`src/rtl/sa_pkg.sv`:
```
// sa_pkg: shared widths, lane type and FSM states for the tile sequencer
package sa_pkg;
  localparam int DATA_W = 8;
  localparam int ACC_W = 32;
  typedef enum logic [2:0] {S_IDLE, S_FEED, S_FLUSH, S_DRAIN, S_DONE} sa_seq_state_t;
  typedef logic [DATA_W-1:0] sa_lane_t;
endpackage

```
`src/rtl/sa_skew_line.sv`:
```
// sa_skew_line: DEPTH-stage delay line with async clear; DEPTH=0 is a plain wire
module sa_skew_line #(
  parameter int DEPTH = 1,
  parameter int W = 8
) (
  input  logic         clk,
  input  logic         rstn,
  input  logic [W-1:0] d_i,
  output logic [W-1:0] q_o
);
  if (DEPTH == 0) begin : g_wire
    logic unused_clk;
    assign unused_clk = clk ^ rstn;
    assign q_o = d_i;
  end else begin : g_sr
    logic [W-1:0] sr_q [DEPTH];
    // shift one stage per cycle, stage 0 takes the input
    always_ff @(posedge clk or negedge rstn) begin
      if (!rstn) begin
        for (int i = 0; i < DEPTH; i++) sr_q[i] <= '0;
      end else begin
        sr_q[0] <= d_i;
        for (int i = 1; i < DEPTH; i++) sr_q[i] <= sr_q[i-1];
      end
    end
    assign q_o = sr_q[DEPTH-1];
  end
endmodule

```
`src/rtl/sa_tile_sequencer.sv`:
```
// sa_tile_sequencer: streams skewed operand vectors into SA_CORE, drains ROWS results, pulses done; SA_SEQ_PERF_EN adds perf counters
module sa_tile_sequencer
  import sa_pkg::*;
#(
  parameter int ROWS = 8,
  parameter int AW = 10,
  parameter int KW = 10
) (
  input  logic                          clk,
  input  logic                          rstn,
  input  logic                          cmd_valid,
  output logic                          cmd_ready,
  input  logic [KW-1:0]                 cmd_k,
  input  logic [AW-1:0]                 cmd_abase,
  input  logic [AW-1:0]                 cmd_wbase,
  output logic                          abuf_ren,
  output logic [AW-1:0]                 abuf_addr,
  input  logic [ROWS*DATA_W-1:0]        abuf_rdata,
  output logic                          wbuf_ren,
  output logic [AW-1:0]                 wbuf_addr,
  input  logic [ROWS*DATA_W-1:0]        wbuf_rdata,
  output sa_lane_t [ROWS-1:0]           core_ain,
  output sa_lane_t [ROWS-1:0]           core_win,
  output logic                          core_inpvalid,
  output logic                          core_outread,
  input  logic [ROWS-1:0]               core_rvalid,
  input  logic [ROWS-1:0][ACC_W-1:0]    core_rdata,
  output logic                          res_valid,
  input  logic                          res_ready,
  output logic [ROWS*ACC_W-1:0]         res_data,
  output logic [$clog2(ROWS)-1:0]       res_idx,
  output logic                          done
`ifdef SA_SEQ_PERF_EN
  ,
  output logic [31:0]                   perf_busy_cyc,
  output logic [31:0]                   perf_stall_cyc
`endif
);
  localparam int FW = $clog2(2*ROWS);
  localparam int IW = $clog2(ROWS);
  localparam int PW = IW + 1;
  sa_seq_state_t state_q, state_d;
  logic [KW-1:0] k_q, k_d, n_q, n_d;
  logic [AW-1:0] abase_q, abase_d, wbase_q, wbase_d;
  logic [FW-1:0] f_q, f_d;
  logic [PW-1:0] pc_q, pc_d;
  logic rdv_q;
  logic res_valid_q, res_valid_d;
  logic [ROWS*ACC_W-1:0] res_data_q, res_data_d;
  logic [IW-1:0] res_idx_q, res_idx_d;
  logic pop, acc;

  assign pop = state_q == S_DRAIN && (&core_rvalid) && (!res_valid_q || res_ready) && pc_q != PW'(ROWS);
  assign acc = res_valid_q && res_ready;
  assign n_d = state_q == S_FEED ? n_q + KW'(1) : '0;
  assign f_d = state_q == S_FLUSH ? f_q + FW'(1) : '0;
  assign pc_d = state_q == S_IDLE ? '0 : pc_q + PW'(pop);
  assign res_valid_d = pop || (res_valid_q && !res_ready);
  assign res_data_d = pop ? core_rdata : res_data_q;
  assign res_idx_d = pop ? pc_q[IW-1:0] : res_idx_q;

  // tile phase sequencing and command latch
  always_comb begin
    state_d = state_q;
    k_d = k_q;
    abase_d = abase_q;
    wbase_d = wbase_q;
    case (state_q)
      S_IDLE: if (cmd_valid) begin
        k_d = cmd_k;
        abase_d = cmd_abase;
        wbase_d = cmd_wbase;
        state_d = cmd_k == '0 ? S_DONE : S_FEED;
      end
      S_FEED: if (n_q == k_q - KW'(1)) state_d = S_FLUSH;
      S_FLUSH: if (f_q == FW'(2*ROWS-2)) state_d = S_DRAIN;
      S_DRAIN: if (acc && res_idx_q == IW'(ROWS-1)) state_d = S_DONE;
      default: state_d = S_IDLE;
    endcase
  end

  // state, counters and the downstream result register
  always_ff @(posedge clk or negedge rstn) begin
    if (!rstn) begin
      state_q <= S_IDLE;
      k_q <= '0;
      n_q <= '0;
      abase_q <= '0;
      wbase_q <= '0;
      f_q <= '0;
      pc_q <= '0;
      rdv_q <= 1'b0;
      res_valid_q <= 1'b0;
      res_data_q <= '0;
      res_idx_q <= '0;
    end else begin
      state_q <= state_d;
      k_q <= k_d;
      n_q <= n_d;
      abase_q <= abase_d;
      wbase_q <= wbase_d;
      f_q <= f_d;
      pc_q <= pc_d;
      rdv_q <= abuf_ren;
      res_valid_q <= res_valid_d;
      res_data_q <= res_data_d;
      res_idx_q <= res_idx_d;
    end
  end

  for (genvar r = 0; r < ROWS; r++) begin : g_lane
    sa_skew_line #(.DEPTH(r), .W(DATA_W)) u_a (
      .clk, .rstn,
      .d_i(rdv_q ? abuf_rdata[r*DATA_W +: DATA_W] : '0),
      .q_o(core_ain[r])
    );
    sa_skew_line #(.DEPTH(r), .W(DATA_W)) u_w (
      .clk, .rstn,
      .d_i(rdv_q ? wbuf_rdata[r*DATA_W +: DATA_W] : '0),
      .q_o(core_win[r])
    );
  end

  assign cmd_ready = state_q == S_IDLE;
  assign abuf_ren = state_q == S_FEED;
  assign wbuf_ren = abuf_ren;
  assign abuf_addr = abuf_ren ? abase_q + AW'(n_q) : '0;
  assign wbuf_addr = wbuf_ren ? wbase_q + AW'(n_q) : '0;
  assign core_inpvalid = rdv_q || state_q == S_FLUSH;
  assign core_outread = pop;
  assign res_valid = res_valid_q;
  assign res_data = res_data_q;
  assign res_idx = res_idx_q;
  assign done = state_q == S_DONE;

`ifdef SA_SEQ_PERF_EN
  // saturating activity counters, cleared only by reset
  always_ff @(posedge clk or negedge rstn) begin
    if (!rstn) begin
      perf_busy_cyc <= '0;
      perf_stall_cyc <= '0;
    end else begin
      if (state_q != S_IDLE && !(&perf_busy_cyc)) perf_busy_cyc <= perf_busy_cyc + 32'd1;
      if (state_q == S_DRAIN && res_valid_q && !res_ready && !(&perf_stall_cyc)) perf_stall_cyc <= perf_stall_cyc + 32'd1;
    end
  end
`endif
endmodule
```
`config.mk`:
```
export PLATFORM = sky130hd
export DESIGN_NAME = sa_tile_sequencer
export DESIGN_NICKNAME = d
export VERILOG_FILES = /design/src/rtl/sa_pkg.sv /design/src/rtl/sa_skew_line.sv /design/src/rtl/sa_tile_sequencer.sv
export SDC_FILE = /design/constraint.sdc
export NUM_CORES = 1
export LEC_CHECK = 0
export BUFFER_PORTS_ARGS = -buffer_cell sky130_fd_sc_hd__buf_2
export CAP_MARGIN = 20
export CELL_PAD_IN_SITES_DETAIL_PLACEMENT = 0
export CELL_PAD_IN_SITES_GLOBAL_PLACEMENT = 2
export CORE_ASPECT_RATIO = 1.75
export CORE_MARGIN = 5
export CORE_UTILIZATION = 25
export CTS_CLUSTER_SIZE = 16
export DETAILED_ROUTE_END_ITERATION = 10
export GPL_ROUTABILITY_DRIVEN = 0
export PLACE_DENSITY = 0.61
export SLEW_MARGIN = 20
export SYNTH_ARGS = -nofsm -noshare
export SYNTH_HDL_FRONTEND = slang
export SYNTH_HIERARCHICAL = 1
export SYNTH_SLANG_ARGS = --single-unit
```
`constraint.sdc`:
```
create_clock -name clk -period 3.7 [get_ports clk]
set_input_delay 0.74 -clock clk [delete_from_list [all_inputs] [get_ports clk]]
set_output_delay 0.74 -clock clk [all_outputs]
set_load 0.02 [all_outputs]
```
==> metrics.md, run 1 <==
| Metric | Value |
|---|---|
| Pleak | `18.7 nW` |
| Vias in the first global route | `19,151` |
| Final setup viols | `0` |
| Yosys warns | `6` |
| DP HPWL | `63,100 µm` |
| RSZ-0062 raised after global routing | `true` |
| Vias per cell | `4.09` |
| Slowest cell on the critical path | `dfrtp_2` |
| Critical path data arrival time | `2.86 ns` |
| Max-Cap Viols | `0` |
| Ys flop type | `dfrtp_1` |
| Share of the yosys chip area belonging to registers | `roughly 72%` |
| Synth-to-Final Area Change | `30.2%` |
| Slew HR | `44.2%` |
| Syn Inst Count | `roughly 2,100` |
| Final ANT Viol Nets | `0` |
| Max Clock Freq | `277 MHz` |
| DR vias | `17,712` |
| Worst-margin pin slew | `0.826 ns` |
| Ys async rst share | `100%` |
| Share of layout cells above drive strength 1 | `a little under two fifths` |
| Leading cell type in the layout, fill and taps excluded | `buf_2` |
| H-tree levels | `3` |
| Total core area | `~100,000 µm²` |
| I/O Buffers | `839` |
| Initial Utilization | `25.1%` |
| DR iter-0 viols | `869` |
| Num ports | `840` |
| Die Ht | `approximately 440 µm` |
| CTS tree | `yes` |
| Worst setup SP type | `register` |
| Pin count of the biggest net entering global routing | `103` |
| First-pass GRT wire length | `122,000 µm` |
| Synth Cell Area | `26,300 µm²` |
| Final Core Density | `between 30% and 40%` |
| Status | `complete, no violations` |
| Post-synth EDFFs | `0` |
| Clock transition at path regs | `0.06 ns` |
| Routed Wire Length | `83,100 µm` |
| Final-report hold violation count | `0` |
| CTS root buf | `clkbuf_16` |
| Post-synthesis sequential element count | `760` |
| Max VDD drop | `0.446 mV` |
| CTS max path bufs | `3` |
| CP peak stage delay | `0.45 ns` |
| Crit Path Class | `reg2out` |
| Total track usage | `14.4%` |
| DRC Markers | `0` |
| Sink Count | `760` |
| Antenna violations before repair | `29` |
| Syn avg cell area | `12.3 µm²` |
| Crit path time final | `about 3.6 ns` |
| CP required | `2.96 ns` |
| Kind of end point of the critical path | `output port` |
| Clk_skew | `0.0352 ns` |
| Post-synthesis net count | `2,593` |
| CTS Buf Count | `75` |
| Routed len/inst | `19.2 µm` |
| Number of detailed-route iterations in the first pass | `5` |
| Most frequent cells in the layout | `836 x buf_2, 756 x nand2_1, 756 x dfrtp_1, 129 x and2_1, 75 x clkbuf_16` |
| Distinct cell type count after synthesis | `54` |
| CP Max Fanout | `4` |
| Critical Path, Cell by Cell | `ha_4, fa_2, a21o_1, a21oi_2, o21ai_1, o41ai_2, mux2i_1, buf_4` |
| Period utilisation layout | `97.4%` |
| # rows | `between 150 and 200` |
| Full die area | `about 110,000 µm²` |
| Grt ovf | `0` |
| Worst-skew pair later-pin latency | `between 0.6 and 0.7 ns` |
| Pwr dens | `677 nW/µm²` |
| Die X | `255 µm` |
| Final #Nets | `3,360` |
| Fin Hold WS | `0.0648 ns` |
| Worst hold path type | `in2async` |
| Final Max Slew Viols | `0` |
==> state kept, by name, summed over array words and instances (netlist names) <==
signal                cells
res_data                256
g_lane.u_a/g_sr.sr_q    168
g_lane.u_w/g_sr.sr_q    168
g_lane.u_a/q_o           56
g_lane.u_w/q_o           56
abase_q                  10
k_q                      10
n_q                      10
wbase_q                  10
f_q                       4
pc_q                      4
res_idx                   3
state_q                   3
rdv_q                     1
res_valid                 1
==> cell usage after synthesis, types with 3 or more instances <==
library cell / number / share of area (%)
buf_6: 22 / 0.94
ha_1: 24 / 1.1
a2111oi_0: 4 / 0.13
nand2_1: 756 / 11
nand2_2: 40 / 0.95
buf_2: 15 / 0.29
nand3_1: 12 / 0.23
inv_1: 10 / 0.14
xor2_1: 18 / 0.60
and3_1: 8 / 0.19
mux2_2: 27 / 1.2
dfrtp_1: 760 / 72
o21ai_0: 12 / 0.23
nor2b_1: 3 / 0.071
clkbuf_1: 34 / 0.49
xnor2_1: 15 / 0.50
nor3_1: 9 / 0.17
a211o_1: 3 / 0.10
buf_1: 6 / 0.086
nand4_1: 4 / 0.095
a21oi_1: 16 / 0.30
o211ai_1: 4 / 0.11
nand2b_1: 9 / 0.21
o31ai_1: 4 / 0.11
nor4_1: 7 / 0.17
and2_1: 129 / 3.1
or3_1: 3 / 0.071
or4_1: 3 / 0.086
buf_4: 117 / 3.3
nor2_1: 32 / 0.46
==> cells by family (layout without fill, tap and decap cells) <==
group / Yosys count / count (layout) / synth area share, %
compound gates: 62 / 62 / 1.57
other cells: 0 / 10 / 0
simple gates: 1027 / 1027 / 17.1
buf+inv: 204 / 1028 / 5.29
xor+xnor: 33 / 33 / 1.10
flops: 760 / 760 / 72.4
fa+ha+maj: 26 / 26 / 1.30
mux: 29 / 29 / 1.23
==> per-stage QoR <==
stage / std cells / cell area (µm²) / setup TNS [ns] / worst slack [ns] / total power, mW
floorplan: 2141 / 26300 / 0 / 0.651 / 13.3
global placement: 4177 / 31300 / 0 / 0.489 / 14.8
detailed placement: 4177 / 31300 / 0 / 0.519 / 14.9
CTS: 4313 / 34100 / -0.0217 / -0.0171 / 23.6
global route: 4320 / 34200 / -0.151 / -0.0717 / 24.4
finish: 4326 / 34200 / 0 / 0.0957 / 23.1
==> repair_timing <==
item / 4_1_cts / 5_1_grt
pin swaps: 2 / 6
endpoints found under the hold margin: 0 / 0
resized for setup: 12 / 14
setup endpoints to repair: 6 / 6
setup buffers: 2 / 3
cloned: 0 / 0
hold buffers: 0 / 0
==> routing by layer <==
layer	GRT usage, %	wire, µm
met1	15.4	29300
met2	25.0	42000
met3	5.42	8300
met4	6.34	3390
met5	0	112
==> final cells by class <==
| type | instances | area, µm² |
|---|---|---|
| fillers | 10782 | 70300 |
| flip-flops and latches | 760 | 19000 |
| multi-input cells | 1177 | 5920 |
| repair buffers | 884 | 4710 |
| clock buffers | 98 | 2100 |
| well taps | 1351 | 1690 |
| clock inverters | 36 | 656 |
| inverters | 10 | 37.5 |
| diodes | 10 | 25.0 |
==> report_power, final <==
part | internal (mW) | total (mW) | switching [mW]
clock | 4.93 | 8.36 | 3.43
combinational | 1.58 | 4.20 | 2.62
sequential | 9.87 | 10.6 | 0.707
total | 16.4 | 23.1 | 6.75
==> path summary, 6_finish.rpt <==
check | startpoint | slack, ns | end | cells past startpoint
worst max-delay path | n_q[0] | 0.1 | abuf_addr[8] | 8
worst min-delay path | rstn | 0.06 | g_lane[5].u_w/g_sr.sr_q[10] | 1
worst max register to register | pc_q[1] | 1.16 | res_data[155] | 5
worst min register to register | g_lane[7].u_a/g_sr.sr_q[9] | 0.33 | g_lane[7].u_a/q_o[1] | 0
max in group asynchronous | rstn | 2.50 | res_data[110] | 3
min in group clk | core_rdata[249] | 0.27 | res_data[249] | 3
==> critical path, delay by kind of cell, from the launching register on <==
family                   cells  cell delay (ns)
AO/OA/AOI/OAI                4             0.83
adder cells (fa/ha/maj)      2             0.54
flip-flops                   1             0.45
multiplexers                 1             0.25
buffers and inverters        1             0.17
No activity file was read; power rests on OpenSTA's default activity.
==> run 2: changes to the inputs <==
ABC_AREA = 1   (was default)
PLACE_DENSITY = 0.63   (was 0.61)
==> run 2 against run 1 <==
  * Worst setup slack gained 0.12 ns
  * Via count grew 1.4%
  * Synthesized cell count grew 10%
  * Routed wire length grew 4.1%
  * Largest power group unchanged
  * Highest routed layer unchanged
==> metrics.md, run 2 <==
| Metric | Value |
|---|---|
| Max Clock Freq | `287 MHz (+3.4%)` |
| Final worst slack | `0.215 ns (+0.119 ns)` |
| Total core area | `104,000 µm² (-0.19%)` |
| Pwr dens | `512 nW/µm² (-24%)` |
| Filler Cells Inserted | `10,941 (+1.5%)` |
| Status | `complete, no violations` |
| DP HPWL | `65,100 µm (+3.1%)` |
| Period utilisation layout | `94.2% (-3.2 points)` |
| Routed Wire Length | `86,500 µm (+4.1%)` |
| Post-Place Worst Slack | `0.764 ns (+0.245 ns)` |
| Slowest cell on the critical path | `dfrtp_2` |
| Number of flip-flops in the largest register | `256 (unchanged)` |
| Pin count of the biggest net entering global routing | `130 (+26%)` |
| Syn Inst Count | `2,355 (+10%)` |
| Ys async rst share | `100% (unchanged)` |
| Syn avg cell area | `11.1 µm² (-9.3%)` |
| H-tree levels | `3 (unchanged)` |
| CTS tree | `yes` |
| CP required | `2.96 ns (about the same)` |
| CP Max Fanout | `5 (+1)` |
| Final ANT Viol Nets | `0 (unchanged)` |
| Distinct cell type count after synthesis | `33 (-39%)` |
| Synth top area cells | `dfrtp_1 73%, nand2_1 14%, buf_4 3.2%` |
| Total power | `17.4 mW (-25%)` |
| Final-report hold violation count | `0 (unchanged)` |
| Hold_buf cts | `0 (unchanged)` |
| CTS root buf | `clkbuf_16` |
| Initial Utilization | `25.1% (about the same)` |
| Final #Nets | `3,569 (+6.2%)` |
| Full die area | `112,000 µm² (-0.28%)` |
| # rows | `157 (unchanged)` |
| Count leader, synth | `nand2_1` |
| Slew HR | `40.2% (-3.9 points)` |
| Max-Cap Viols | `0 (unchanged)` |
| CP peak stage delay | `0.44 ns (about the same)` |
| Pleak | `20.5 nW (+9.9%)` |
| Vias per cell | `3.95 (-3.6%)` |
| Post-synth EDFFs | `0 (unchanged)` |
| Total track usage | `15.0% (+0.68 points)` |
| Num ports | `840 (unchanged)` |
| Share of the yosys chip area belonging to registers | `72.6% (+0.21 points)` |
| Most frequent cells in the layout | `967 x nand2_1, 836 x buf_2, 758 x dfrtp_1, 182 x inv_1, 76 x clkbuf_16` |
| Crit path time final | `3.49 ns (-0.119 ns)` |
| Max VDD drop | `0.488 mV (+9.4%)` |
| Critical Path Stages | `9 (+1)` |
| Yosys warns | `6 (unchanged)` |
| Die X | `255 µm (-0.14%)` |
| First-pass GRT wire length | `125,000 µm (+2.4%)` |
| Top-area cell type share of the netlist area | `72.6% (+0.21 points)` |
| Worst-margin pin slew | `0.894 ns (+0.0677 ns)` |
| DR vias | `17,955 (+1.4%)` |
| Synth-to-Final Area Change | `29.9%` |
| # placed instances | `4,388 (+5.1%)` |
| Fin Hold WS | `0.0468 ns (-0.0180 ns)` |
| I/O Buffers | `839 (unchanged)` |
| RSZ-0062 raised after global routing | `false` |
| Grt ovf | `0 (unchanged)` |
| Die Ht | `438 µm (-0.14%)` |
| Crit Path Class | `reg2out` |
| Worst setup SP type | `register` |
| Reg2reg setup slack | `1.43 ns (+0.27 ns)` |
| Area post-placement | `31,400 µm² (+0.36%)` |
| Antenna violations before repair | `37 (+28%)` |
| Setup tns final | `0 ns (unchanged)` |
| DR iter-0 viols | `807 (-7.1%)` |
| Critical path data arrival time | `2.75 ns (-0.11 ns)` |
| Sink Count | `760 (unchanged)` |
| Routed len/inst | `19.0 µm (-0.93%)` |
| Clk_skew | `0.0192 ns (-0.0160 ns)` |
| Final Core Density | `32.6% (-0.099 points)` |
| Worst hold path type | `in2async` |
| Reg2reg path depth | `7 (+2)` |
| Clock transition at path regs | `0.06 ns (about the same)` |
| Post-route insts no fill | `4,547 (+5.1%)` |
| Synth Cell Area | `26,200 µm² (-0.29%)` |
| Post-synthesis sequential element count | `760 (unchanged)` |
| Ys flop type | `dfrtp_1` |
| CP delay by family, top | `adder cells` |
| Post-synthesis net count | `2,807 (+8.3%)` |
| CTS Buf Count | `75 (unchanged)` |
| Worst-skew pair later-pin latency | `0.66 ns (about the same)` |
| Worst path bufs/invs | `1 (unchanged)` |
| Critical Path, Cell by Cell | `ha_1, fa_1, nand3_1, and2_1, o21ai_0, a21oi_1, o21ai_0, a21oi_1, buf_4` |
| Leading cell type in the layout, fill and taps excluded | `nand2_1` |
| Fin area | `34,000 µm² (-0.49%)` |
| Number of detailed-route iterations in the first pass | `5 (unchanged)` |
| Kind of end point of the critical path | `output port` |
| DRC Markers | `0 (unchanged)` |
| Vias in the first global route | `18,630 (-2.7%)` |
| Top post-synthesis cells by count | `967 x nand2_1, 760 x dfrtp_1, 182 x inv_1` |
| Final setup viols | `0 (unchanged)` |
| Final Max Slew Viols | `0 (unchanged)` |
| CTS max path bufs | `3 (unchanged)` |
| Cell taking the most area after synthesis | `dfrtp_1` |
| Share of layout cells above drive strength 1 | `32.5% (-4.5 points)` |
run 2: area by class of cell:
type                            instances  area [µm²]  share of cell area, %
Inverter                              185         702                   2.06
Clock buffer                          103        2130                   6.27
Timing Repair Buffer                  876        4720                   13.9
Antenna cell                           20        50.0                  0.147
Tap cell                             1351        1690                   4.97
Clock inverter                         33         400                   1.18
Multi-Input combinational cell       1219        5290                   15.6
Sequential cell                       760       19000                   55.9
run 2: per-layer routing:
| metal | vias to the layer above | wire, µm | GRT usage, % |
|---|---|---|---|
| met5 | - | 171 | 0 |
| met4 | 24 | 2960 | 6.09 |
| met3 | 149 | 9170 | 6.09 |
| met2 | 696 | 43300 | 26.1 |
| met1 | 8528 | 30900 | 16.2 |
| li1 | 8558 | - | - |
run 2: power by group:
group	switching, mW	total, mW	internal [mW]
Combinational	0.671	1.04	0.364
Clock	3.39	7.83	4.44
Sequential	0.0830	8.55	8.47
Total	4.14	17.4	13.3
run 2: repair_timing:
action                                  CTS  global route
setup buffers                             0             3
endpoints found under the setup margin    1             2
pin swaps                                 0             0
resized for setup                         1             5
run 2: worst paths after layout:
kind                                             start                     endpoint
max in group asynchronous                         rstn  g_lane[5].u_w/g_sr.sr_q[19]
min in group clk                        abuf_rdata[23]  g_lane[2].u_a/g_sr.sr_q[15]
max reg2reg                                  res_valid                  res_data[1]
min reg2reg                g_lane[6].u_a/g_sr.sr_q[15]         g_lane[6].u_a/q_o[7]
max                                             n_q[0]                 wbuf_addr[6]
min                                               rstn                res_data[249]
run 2: logic make-up after synthesis:
logic type / share of synthesized area, %
fa+ha+maj: 1.30
simple gates: 16.0
mux: 0.989
xor+xnor: 0.502
buf+inv: 7.22
flops: 72.6
compound gates: 1.36
==> run 3: changes to the inputs <==
REMOVE_ABC_BUFFERS = 1   (was default)
==> run 3 against run 2 <==
  * Clock power grew 4.5%
  * Flip-flop and latch count is the same
  * Highest routed layer unchanged
  * Core utilization grew 0.080 points
  * Via count grew 0.50%
  * Sequential share of layout area shrank 0.14 points
  * Clock skew grew 0.016 ns
  * Routed wire length grew 0.95%
  * Power grew 1.9%
  * Critical endpoint is now abuf_addr[6]
  * Worst setup slack gained 0.036 ns
  * Count of clock-buffer cells in the layout grew 2
  * Final cell count grew 0.11%
==> metrics.md, run 3 (same netlist as run 2, synthesis figures left out) <==
| Metric | Value |
|---|---|
| Final setup viols | `0 (unchanged)` |
| Internal power | `13.4 mW (+1.2%)` |
| Vias per cell | `3.96 (+0.39%)` |
| Crit Path Class | `reg2out` |
| Reg2reg path depth | `8 (+1)` |
| Worst setup SP type | `register` |
| Routed Wire Length | `87,300 µm (+0.95%)` |
| Die X | `255 µm (unchanged)` |
| Grt ovf | `0 (unchanged)` |
| Leading cell type in the layout, fill and taps excluded | `nand2_1` |
| Number of flip-flops in the largest register | `256 (unchanged)` |
| Synth-to-Final Area Change | `30.2%` |
| CP Max Fanout | `6 (+1)` |
| Final Core Density | `32.7% (+0.080 points)` |
| Critical Path Stages | `12 (+3)` |
| Kind of end point of the critical path | `output port` |
| DR vias | `18,045 (+0.50%)` |
| Reg2reg setup slack | `1.42 ns (about the same)` |
| Clk pwr share | `46.1% (+1.1 points)` |
| Final #Nets | `3,575 (+0.17%)` |
| Total power | `17.8 mW (+1.9%)` |
| Hold_buf cts | `0 (unchanged)` |
| Max VDD drop | `0.299 mV (-39%)` |
| # rows | `157 (unchanged)` |
| Clock transition at path regs | `0.06 ns (about the same)` |
| Critical Path, Cell by Cell | `ha_4, fa_1, nand2_1, nand2_1, a21oi_2, inv_1, nand2_1, nand2_1, a21oi_2, o21ai_0, a21oi_1, buf_4` |
| CP required | `2.96 ns (about the same)` |
| Switching Fraction | `24.3% (+0.55 points)` |
| Slowest cell on the critical path | `dfrtp_2` |
| Max Clock Freq | `290 MHz (+1.0%)` |
| Flop pwr share | `48.2% (-0.9 points)` |
| Number of detailed-route iterations in the first pass | `5 (unchanged)` |
| Status | `complete, no violations` |
| Final Max Slew Viols | `0 (unchanged)` |
| Combinational Power Share | `5.8% (about the same)` |
| DRC Markers | `0 (unchanged)` |
| H-tree levels | `3 (unchanged)` |
| Routed len/inst | `19.2 µm (+0.84%)` |
| CP peak stage delay | `0.46 ns (+0.02 ns)` |
| Max-Cap Viols | `0 (unchanged)` |
| Total track usage | `15.1% (+0.11 points)` |
| Sink Count | `760 (unchanged)` |
| Final ANT Viol Nets | `0 (unchanged)` |
| CP delay by family, top | `adder cells` |
| Filler Cells Inserted | `10,913 (-0.26%)` |
| Slew HR | `42.3% (+2.1 points)` |
| Worst-skew pair later-pin latency | `0.67 ns (about the same)` |
| CTS max path bufs | `3 (unchanged)` |
| CTS Buf Count | `77 (+2.7%)` |
| Pwr dens | `521 nW/µm² (+1.7%)` |
| Pin count of the biggest net entering global routing | `101 (-22%)` |
| RSZ-0062 raised after global routing | `false` |
| Initial Utilization | `25.1% (unchanged)` |
| Total core area | `104,000 µm² (unchanged)` |
| Worst-margin pin slew | `0.862 ns (-0.0314 ns)` |
| Fin area | `34,100 µm² (+0.25%)` |
| Worst r2r dst | `res_data[156]` |
| Clk_skew | `0.0352 ns (+0.0160 ns)` |
| Area post-placement | `31,300 µm² (-0.18%)` |
| Die Ht | `438 µm (unchanged)` |
| Full die area | `112,000 µm² (unchanged)` |
| Worst path bufs/invs | `2 (+1)` |
| Pleak | `20.6 nW (+0.19%)` |
| Vias in the first global route | `18,552 (-0.42%)` |
| First-pass GRT wire length | `126,000 µm (+0.42%)` |
| Share of layout cells above drive strength 1 | `32.8% (+0.32 points)` |
| DR iter-0 viols | `1,192 (+48%)` |
| Fin Hold WS | `0.0863 ns (+0.0395 ns)` |
| Crit path time final | `3.45 ns (-0.0360 ns)` |
| Final-report hold violation count | `0 (unchanged)` |
| Num ports | `840 (unchanged)` |
| I/O Buffers | `839 (unchanged)` |
| CTS root buf | `clkbuf_16` |
| Critical path data arrival time | `2.71 ns (-0.04 ns)` |
| Antenna violations before repair | `36 (-2.7%)` |
| Crit-path most repeated cell | `nand2_1` |
| Most frequent cells in the layout | `967 x nand2_1, 836 x buf_2, 758 x dfrtp_1, 182 x inv_1, 77 x clkbuf_16` |
| Sw Pwr | `4.32 mW (+4.3%)` |
| Worst setup path start | `n_q[0]` |
| Worst hold path type | `in2async` |
| Period utilisation layout | `93.2% (-0.97 points)` |
| DP HPWL | `65,100 µm (about the same)` |
| CTS tree | `yes` |
| Reg-to-reg startpoint | `state_q[0]` |
==> run 3: cell types whose count changed in the layout (fill, tap and decap cells not counted), sizes merged <==
cell      delta
buf          +4
bufinv       +1
clkbuf       +2
clkinv       +1
clkinvlp     +1
diode        -4
==> run 3: worst max path at each step <==
stage | endpoint | slack, ns
6_report | abuf_addr[6] | 0.25
5_1_grt | wbuf_addr[6] | 0.03
4_1_cts | abuf_addr[6] | 0.006
3_5_place_dp | abuf_addr[6] | 0.72
3_3_place_gp | abuf_addr[6] | 0.64
2_1_floorplan | res_idx[0] | -7.31
==> run 3: area by class of cell <==
cell class / count / area [µm²] / area share, %
Inverter: 185 / 702 / 2.06
Sequential cell: 760 / 19000 / 55.8
Clock buffer: 105 / 2160 / 6.34
Tap cell: 1351 / 1690 / 4.96
Antenna cell: 16 / 40.0 / 0.117
Timing Repair Buffer: 880 / 4650 / 13.6
Multi-Input combinational cell: 1219 / 5320 / 15.6
Clock inverter: 36 / 508 / 1.49
==> run 3: what timing repair did <==
item / in CTS / in global routing
resized for setup: 1 / 11
gates cloned: 0 / 0
buffers inserted: 0 / 1
endpoints found under the setup margin: 1 / 4
pin swaps: 0 / 0
==> run 3: worst register-to-register path, cell delays in order (launching register included) <==
cell	delay, ns
dfrtp_1	0.40
inv_2	0.06
nor3_2	0.20
nand3b_1	0.15
nor2_4	0.32
inv_8	0.24
buf_12	0.56
nand2_1	0.16
nand2_1	0.05
==> run 3: per-layer routing <==
layer,vias up,GRT usage (%),routed length (µm)
met5,-,0,224
met4,34,6.82,3510
met3,161,6.63,10000
met2,750,25.3,42100
met1,8538,16.6,31500
li1,8562,-,-
==> run 3: per-stage QoR <==
step,instances,setup TNS [ns],setup WS [ns]
2_1_floorplan,2164,-1872.63,-7.31
3_3_place_gp,4394,0,0.642
3_5_place_dp,4394,0,0.718
4_1_cts,4535,0,0.00642
5_1_grt,4540,0,0.0293
6_report,4552,0,0.251
==> run 3: power by group through the flow <==
stage,Clock (mW),Sequential [mW],Combinational [mW]
after global routing,8.85,8.56,1.14
after floorplan,0,8.91,0.126
after global placement,0,8.70,1.06
final,8.18,8.55,1.03
after CTS,8.55,8.55,1.07
after detailed placement,0,8.70,1.07
